===== config.mk =====
export PLATFORM = sky130hd
export DESIGN_NAME = cp0_exc_ctrl
export DESIGN_NICKNAME = d
export VERILOG_FILES = /design/src/rtl/cp0_exc_ctrl.sv
export SDC_FILE = /design/constraint.sdc
export NUM_CORES = 1
export LEC_CHECK = 0
export ABC_CLOCK_PERIOD_IN_PS = 2900
export CAP_MARGIN = 20
export CORE_AREA = 2 2 146 148
export CTS_CLUSTER_DIAMETER = 80
export CTS_CLUSTER_SIZE = 24
export DETAILED_ROUTE_END_ITERATION = 8
export DIE_AREA = 0 0 148 150
export PLACE_DENSITY_LB_ADDON = 0.2
export SLEW_MARGIN = 20
export SYNTH_ARGS = -nofsm -noshare
export SYNTH_HDL_FRONTEND = slang
export SYNTH_SLANG_ARGS = --single-unit

===== constraint.sdc =====
create_clock -name clk -period 2.9 [get_ports clk]
set_input_delay 0.87 -clock clk [delete_from_list [all_inputs] [get_ports clk]]
set_output_delay 0.87 -clock clk [all_outputs]
set_load 0.01 [all_outputs]

===== src/rtl/cp0_exc_ctrl.sv =====
// CP0 exception sequencer: owns Status/Cause/EPC and runs the
// capture -> flush -> redirect sequence for exceptions and ERET.
module cp0_exc_ctrl #(
    parameter logic [31:0] EXC_VECTOR   = 32'h8000_0080,
    parameter int unsigned FLUSH_CYCLES = 2
) (
    input  logic        clk,
    input  logic        rst_n,
    input  logic        pendingexception,
    input  logic [4:0]  exccode,
    input  logic [7:0]  interrupts,
    input  logic [31:0] exc_pc,
    input  logic        exc_bd,
    input  logic        eret,
    input  logic        cp0_we,
    input  logic [4:0]  cp0_waddr,
    input  logic [31:0] cp0_wdata,
    input  logic [4:0]  cp0_raddr,
    output logic [31:0] cp0_rdata,
    output logic        iec,
    output logic        flush,
    output logic        pc_redirect,
    output logic [31:0] redirect_pc,
    output logic        exc_ack,
    output logic        busy
);

    typedef enum logic [1:0] {IDLE, FLUSH, REDIRECT} state_t;

    localparam logic [3:0] FLUSH_LAST = FLUSH_CYCLES[3:0];

    state_t      state_q, state_d;
    logic [3:0]  cnt_q, cnt_d;
    logic [5:0]  status_q, status_d;
    logic        bd_q, bd_d;
    logic [4:0]  code_q, code_d;
    logic [31:0] epc_q, epc_d;
    logic [31:0] target_q, target_d;
    logic [31:0] rpc_q, rpc_d;
    logic        ack_q, ack_d;

    logic take_exc, take_eret, take_wr;

    // Exception beats ERET beats MTC0; nothing is accepted outside IDLE.
    assign take_exc  = (state_q == IDLE) && pendingexception;
    assign take_eret = (state_q == IDLE) && !pendingexception && eret;
    assign take_wr   = (state_q == IDLE) && !pendingexception && !eret && cp0_we;

    always_ff @(posedge clk or negedge rst_n) begin
        if (!rst_n) begin
            state_q  <= IDLE;
            cnt_q    <= 4'd0;
            status_q <= 6'd0;
            bd_q     <= 1'b0;
            code_q   <= 5'd0;
            epc_q    <= 32'd0;
            target_q <= 32'd0;
            rpc_q    <= 32'd0;
            ack_q    <= 1'b0;
        end else begin
            state_q  <= state_d;
            cnt_q    <= cnt_d;
            status_q <= status_d;
            bd_q     <= bd_d;
            code_q   <= code_d;
            epc_q    <= epc_d;
            target_q <= target_d;
            rpc_q    <= rpc_d;
            ack_q    <= ack_d;
        end
    end

    always_comb begin
        state_d = state_q;
        cnt_d   = cnt_q;
        case (state_q)
            IDLE: begin
                if (take_exc || take_eret) begin
                    state_d = FLUSH;
                    cnt_d   = 4'd1;
                end
            end
            FLUSH: begin
                if (cnt_q == FLUSH_LAST) begin
                    state_d = REDIRECT;
                end else begin
                    cnt_d = cnt_q + 4'd1;
                end
            end
            REDIRECT: begin
                state_d = IDLE;
                cnt_d   = 4'd0;
            end
            default: begin
                state_d = IDLE;
                cnt_d   = 4'd0;
            end
        endcase
    end

    always_comb begin
        status_d = status_q;
        bd_d     = bd_q;
        code_d   = code_q;
        epc_d    = epc_q;
        target_d = target_q;
        ack_d    = take_exc;
        // redirect_pc only moves when the redirect cycle begins
        rpc_d    = (state_q == FLUSH && state_d == REDIRECT) ? target_q : rpc_q;
        if (take_exc) begin
            epc_d    = exc_bd ? (exc_pc - 32'd4) : exc_pc;
            bd_d     = exc_bd;
            code_d   = exccode;
            status_d = {status_q[3:0], 2'b00};
            target_d = EXC_VECTOR;
        end else if (take_eret) begin
            status_d = {status_q[5:4], status_q[5:2]};
            target_d = epc_q;
        end else if (take_wr) begin
            if (cp0_waddr == 5'd12) status_d = cp0_wdata[5:0];
            if (cp0_waddr == 5'd14) epc_d = cp0_wdata;
        end
    end

    always_comb begin
        flush       = (state_q == FLUSH);
        pc_redirect = (state_q == REDIRECT);
        busy        = (state_q != IDLE);
        exc_ack     = ack_q;
        redirect_pc = rpc_q;
        iec         = status_q[0];
        case (cp0_raddr)
            5'd12:   cp0_rdata = {26'd0, status_q};
            5'd13:   cp0_rdata = {bd_q, 15'd0, interrupts, 1'b0, code_q, 2'b00};
            5'd14:   cp0_rdata = epc_q;
            default: cp0_rdata = 32'd0;
        endcase
    end

endmodule


; ---- Yosys cells after proc, flatten, opt, wreduce, memory -nomap -nowiden
; Index checks and enable logic that the tools add are counted.
[word_totals]
regBits = 115
wordCells = 63
in_bits = 93
out_inout_bits = 69
[classes]
eq_ne = 12
n_mux = 18
addsub = 2
n_reduce_logical = 21
[op_table]
columns = cell, count
row1 = 32-bit 2-to-1 mux, 7
row2 = 32-bit case mux with 3 select lines, 1
row3 = 32-bit by 3-bit subtractor with 32-bit output (second input constant), 1
row4 = 5-bit by 4-bit equality test with 1-bit output (second input constant), 5
row5 = 6-bit 2-to-1 mux, 4
row6 = 2-bit nonzero test, 5
row7 = 4-bit 2-to-1 mux, 2
row8 = 4-bit case mux with 2 select lines, 1
row9 = 1-bit logical AND, 6
row10 = 3-bit AND reduction, 2
row11 = 3-bit nonzero test, 2
row12 = 4-bit by 1-bit adder with 4-bit output (second input constant), 1
row13 = 2-bit equality test (second input constant), 2
row14 = 4-bit by 2-bit equality test with 1-bit output (second input constant), 1
row15 = 2-bit 2-to-1 mux, 2
row16 = 2-bit != test (second input constant), 2
row17 = 2-bit case mux with 2 select lines, 1
row18 = 2-bit AND reduction, 2
row19 = 2-bit by 1-bit equality test with 1-bit output (second input constant), 1
row20 = 1-bit zero test, 2
row21 = 2-bit zero test, 1
row22 = 2-bit by 1-bit != test with 1-bit output (second input constant), 1
row23 = 1-bit logical OR, 1

; ---- Logic depth before layout (Yosys ltp)
[logic_depth]
depth_word = 8
ltp_mapped = 7
ltp_nobuf = 7

; ---- Worst setup path before layout
; No wires, ideal clock.
[synth_timing]
kind = input to output
startpoint = in cp0_raddr[0]
endpoint = out cp0_rdata[16]
path_slack_ns = -0.056
path_stages = 5
path_buffers = 2
arrival_time_ns = 2.086
path_cell_list = or3_1 -> clkbuf_1 -> nor2_1 -> clkbuf_1 -> and2_1
[synth_via]
elab_chain_cells = 2
elab_cells_between_ends = 4
classes_between = eq/ne (3) / mux (1)
[synth_lines]
columns = element, line
row1 = start: declaration, 18  ; input logic [4:0] cp0_raddr,
row2 = 5-bit by 4-bit equality test with 1-bit output, 132  ; case (cp0_raddr)
row3 = 32-bit case mux with 3 select lines *, 132
row4 = end: declaration, 19  ; output logic [31:0] cp0_rdata,
; Every way passes the cells marked *; elsewhere a longest branch is shown, timed or not.

; ---- Worst setup path after layout
[layout_timing]
startpoint = in cp0_raddr[3]
endpoint = out cp0_rdata[31]
; Same word-level chain as after synthesis.

==> flow_metrics.py <==
metrics = {
    "outcome": {
        "status": "complete, but fails checks",
        "violations": "setup timing",
    },
    "yosys": {
        "synth-simple-area-share": 0.2252,
        "synth.distinct_cells": 55,
        "synth_compound_area_frac": 0.1426,
        "syn_area_sq_um": 5710,
        "yosys.area_share.adder": 0.006573,
        "yosysSeqAreaShare": 0.5039,
        "syn_avg_cell_area_sq_um": 9.795,
        "synth_edf_count": 0,
        "synth_top_family_by_area": "simple AND/OR/NAND/NOR gates",
        "netlist_instances": 583,
        "synth_top_area_frac": 0.5039,
        "synth-xor-area-share": 0.04294,
        "async_flop_share": 1.000,
        "yosysWarnings": 0,
        "synth_top_flop_cell": "dfrtp_1",
        "ys_top_cells_by_area": "dfrtp_1 50%, nand2_1 9.2%, a22o_1 6.1%",
        "yosysTopAreaCell": "dfrtp_1",
        "syn_nets": 679,
        "ys_ff_latch": 115,
        "muxShareOfSynthArea": 0.04097,
    },
    "sta": {
        "fmax_mhz": 335.3,
        "rsz0062_at_grt": "true",
        "fin_crit_sh": 1.029,
        "hold_viol_final": 0,
        "max-slew-margin-rel": 0.6126,
        "fin_ws_ns": -0.08282,
        "post-route-min-period_ns": 2.983,
        "worst_slew_pin_slew_ns": 0.5803,
        "finalSetupViolations": 13,
        "finalMaxSlewViolations": 0,
        "skew_ns": 0.007012,
    },
    "pwr": {
        "p_seq_frac": 0.386,
        "total_power_mw": 7.641,
        "peakVddDrop_v": 0.0004216,
        "p_leak_nw": 3.799,
        "power.density_nw_per_um2": 884.5,
        "p_int_mw": 5.140,
        "power_switching_mw": 2.501,
        "p_comb_frac": 0.300,
        "swShare": 0.3273,
        "clkPwrFrac": 0.314,
    },
    "critical_path": {
        "end_kind": "output port",
        "path_class": "in2out",
        "startpoint_type": "input port",
        "critPathRequiredTime_ns": 2.03,
        "cp_data_arrival_time_ns": 2.11,
        "cp_max_fo": 4,
    },
    "clock_tree": {
        "clkTransAtPathRegs_ns": 0.06,
        "clk_path_buf_depth": 2,
        "h-tree-depth": 4,
        "numCtsBuffers": 17,
        "clk_latency_ns": 0.40,
        "cts_root_buffer": "clkbuf_16",
        "cts_sinks": 115,
        "cts_tree": "done",
        "hold_buffers": 0,
    },
    "die": {
        "start_util": 0.2760,
        "io_pins": 162,
        "die_w_microns": 148,
        "die_y_microns": 150,
        "core-area_sq_um": 20690,
        "rows": 53,
        "dieArea_sq_um": 22200,
    },
    "place": {
        "hpwl_mm": 13.83,
        "post-place-ws_ns": -0.7845,
        "gp_congestion": 0.8404,
        "port_buffers": 161,
    },
    "job": {
        "max_cap_violations": 0,
    },
    "finish": {
        "fillCellCount": 2018,
        "multi_input_area_sq_um": 2693,
        "syn_to_final_growth_pct": 51.29,
        "fin_nets": 873,
        "regArea_sq_um": 2878,
        "layout-drive-gt1-share": 0.1977,
    },
    "global_route": {
        "grt-ovfl-total": 0,
        "grt_pass1_vias": 5048,
        "grt_max_degree": 71,
        "grt_pass1_wl_mm": 28.74,
        "antenna_found_initial": 1,
        "grt_usage": 0.1672,
    },
    "drt": {
        "drt_iter0_drc": 333,
        "first_pass_iters": 5,
        "viasPerCell": 4.635,
        "ant_nets": 0,
        "num_vias": 4936,
        "drt-wirelength-per-cell_microns": 17.13,
        "drc": 0,
        "wl_mm": 18.24,
    },
    "worst_hold_path": {
        "hp-class": "in2async",
    },
}
[routing by layer]
layer	vias up	wire, microns	share of wire	global-route usage
met5	-	0	0	0
met4	0	456	0.025	0.06190
met3	21	664	0.036	0.02957
met2	132	8519	0.47	0.2581
met1	2360	8600	0.47	0.2349
li1	2423	-	-	-
[synth_stat cells (3+ instances only)]
master	count
nor2b_1	19
clkbuf_1	18
nor4b_2	3
nand4b_1	3
nor3_1	9
mux2i_1	20
o21ai_1	9
mux2_2	3
or3_1	4
nor2_1	23
o21ai_0	14
buf_2	9
inv_1	8
ha_1	3
dfrtp_1	115
nand2_1	140
a21oi_1	25
and2_1	19
nand3_1	3
nor4_1	8
xnor2_1	19
a211oi_1	21
xor2_1	9
a22o_1	40
[area by class of cell]
| cell class | count | share of cell area |
|---|---|---|
| Antenna cell | 1 | 0.0002896 |
| Inverter | 10 | 0.004345 |
| Multi-Input combinational cell | 425 | 0.3117 |
| Clock buffer | 17 | 0.04924 |
| Sequential cell | 115 | 0.3331 |
| Tap cell | 275 | 0.03983 |
| Clock inverter | 14 | 0.02896 |
| Timing Repair Buffer | 208 | 0.2326 |
[kinds of logic after synthesis]
logic type,count (synthesis)
multiplexers,23
AND/OR/NAND/NOR,254
AO/OA/AOI/OAI,117
XOR/XNOR,28
adder cells (fa/ha/maj),3
flip-flops,115
buffers and inverters,43
[worst max-delay path, cell delays in order]
cell and delay, ns:
buf_6 0.08, nand2_4 0.04, or3_4 0.39, nor2_4 0.17, buf_6 0.14, buf_6 0.10, buf_6 0.08, a22o_1 0.12
buf_2 0.13
[power groups by stage]
stage | combinational, mW | sequential [mW] | clock (mW)
3_5_place_dp | 2.31 | 2.97 | 0
5_1_grt | 2.57 | 3.04 | 2.52
4_1_cts | 2.32 | 2.94 | 2.44
2_1_floorplan | 1.22 | 2.78 | 0
3_3_place_gp | 2.26 | 2.94 | 0
6_report | 2.30 | 2.95 | 2.40
[cell usage in the layout, fill, tap and decap left out, drive strengths merged, types with 13 or more instances in the layout]
cell           Yosys  layout
a21oi             25      25
inv               10      13
and2              19      19
buf               15      79
a22o              40      40
dfrtp            115     115
clkdlybuf4s50      0     123
clkbuf            18      20
a211oi            21      21
nor2              24      24
mux2i             20      20
nand2            140     140
xnor2             19      19
nor2b             19      19
o21ai             24      24
[registers in the layout, summed over array words and instances, names as in the netlist]
register / flops
epc_q: 32
target_q: 32
redirect_pc: 32
bd_q: 1
code_q: 5
cnt_q: 4
status_q: 6
exc_ack: 1
state_q: 2
[per-stage QoR]
stage / area, sq um / utilization / hold WS [ns] / TNS (ns) / std cells
2_1_floorplan: 5719 / - / 0.4396 / 0 / 583
3_3_place_gp: 7795 / 0.3768 / 0.4621 / -23.26 / 1019
3_5_place_dp: 7795 / 0.3768 / 0.4633 / -24.00 / 1019
4_1_cts: 8569 / 0.4142 / 0.3091 / -1.031 / 1064
5_1_grt: 8640 / 0.4176 / 0.3143 / -1.138 / 1065
6_report: 8640 / 0.4176 / 0.3155 / -0.2748 / 1065
[timing repair]
action / CTS / global route
pin swaps: 19 / 7
setup endpoints to repair: 32 / 30
resized for setup: 166 / 27
cloned: 3 / 0
buffers inserted: 12 / 1
[path summary, 6_finish.rpt]
path                                             from                     endpoint  slack (ns)  cells past startpoint
setup / recovery                         cp0_raddr[3]                cp0_rdata[31]       -0.08                      9
hold / removal                                  rst_n        code_q[1]$_DFFE_PN0P_        0.32                      1
setup reg to reg                 state_q[0]$_DFF_PN0_         epc_q[7]$_DFFE_PN0P_        0.93                      5
hold reg to reg            redirect_pc[9]$_DFFE_PN0P_   redirect_pc[9]$_DFFE_PN0P_        0.47                      2
max in group asynchronous                       rst_n  redirect_pc[22]$_DFFE_PN0P_        1.92                      2
min in group clk           redirect_pc[9]$_DFFE_PN0P_   redirect_pc[9]$_DFFE_PN0P_        0.47                      2
No activity file was read; power rests on OpenSTA's default activity.
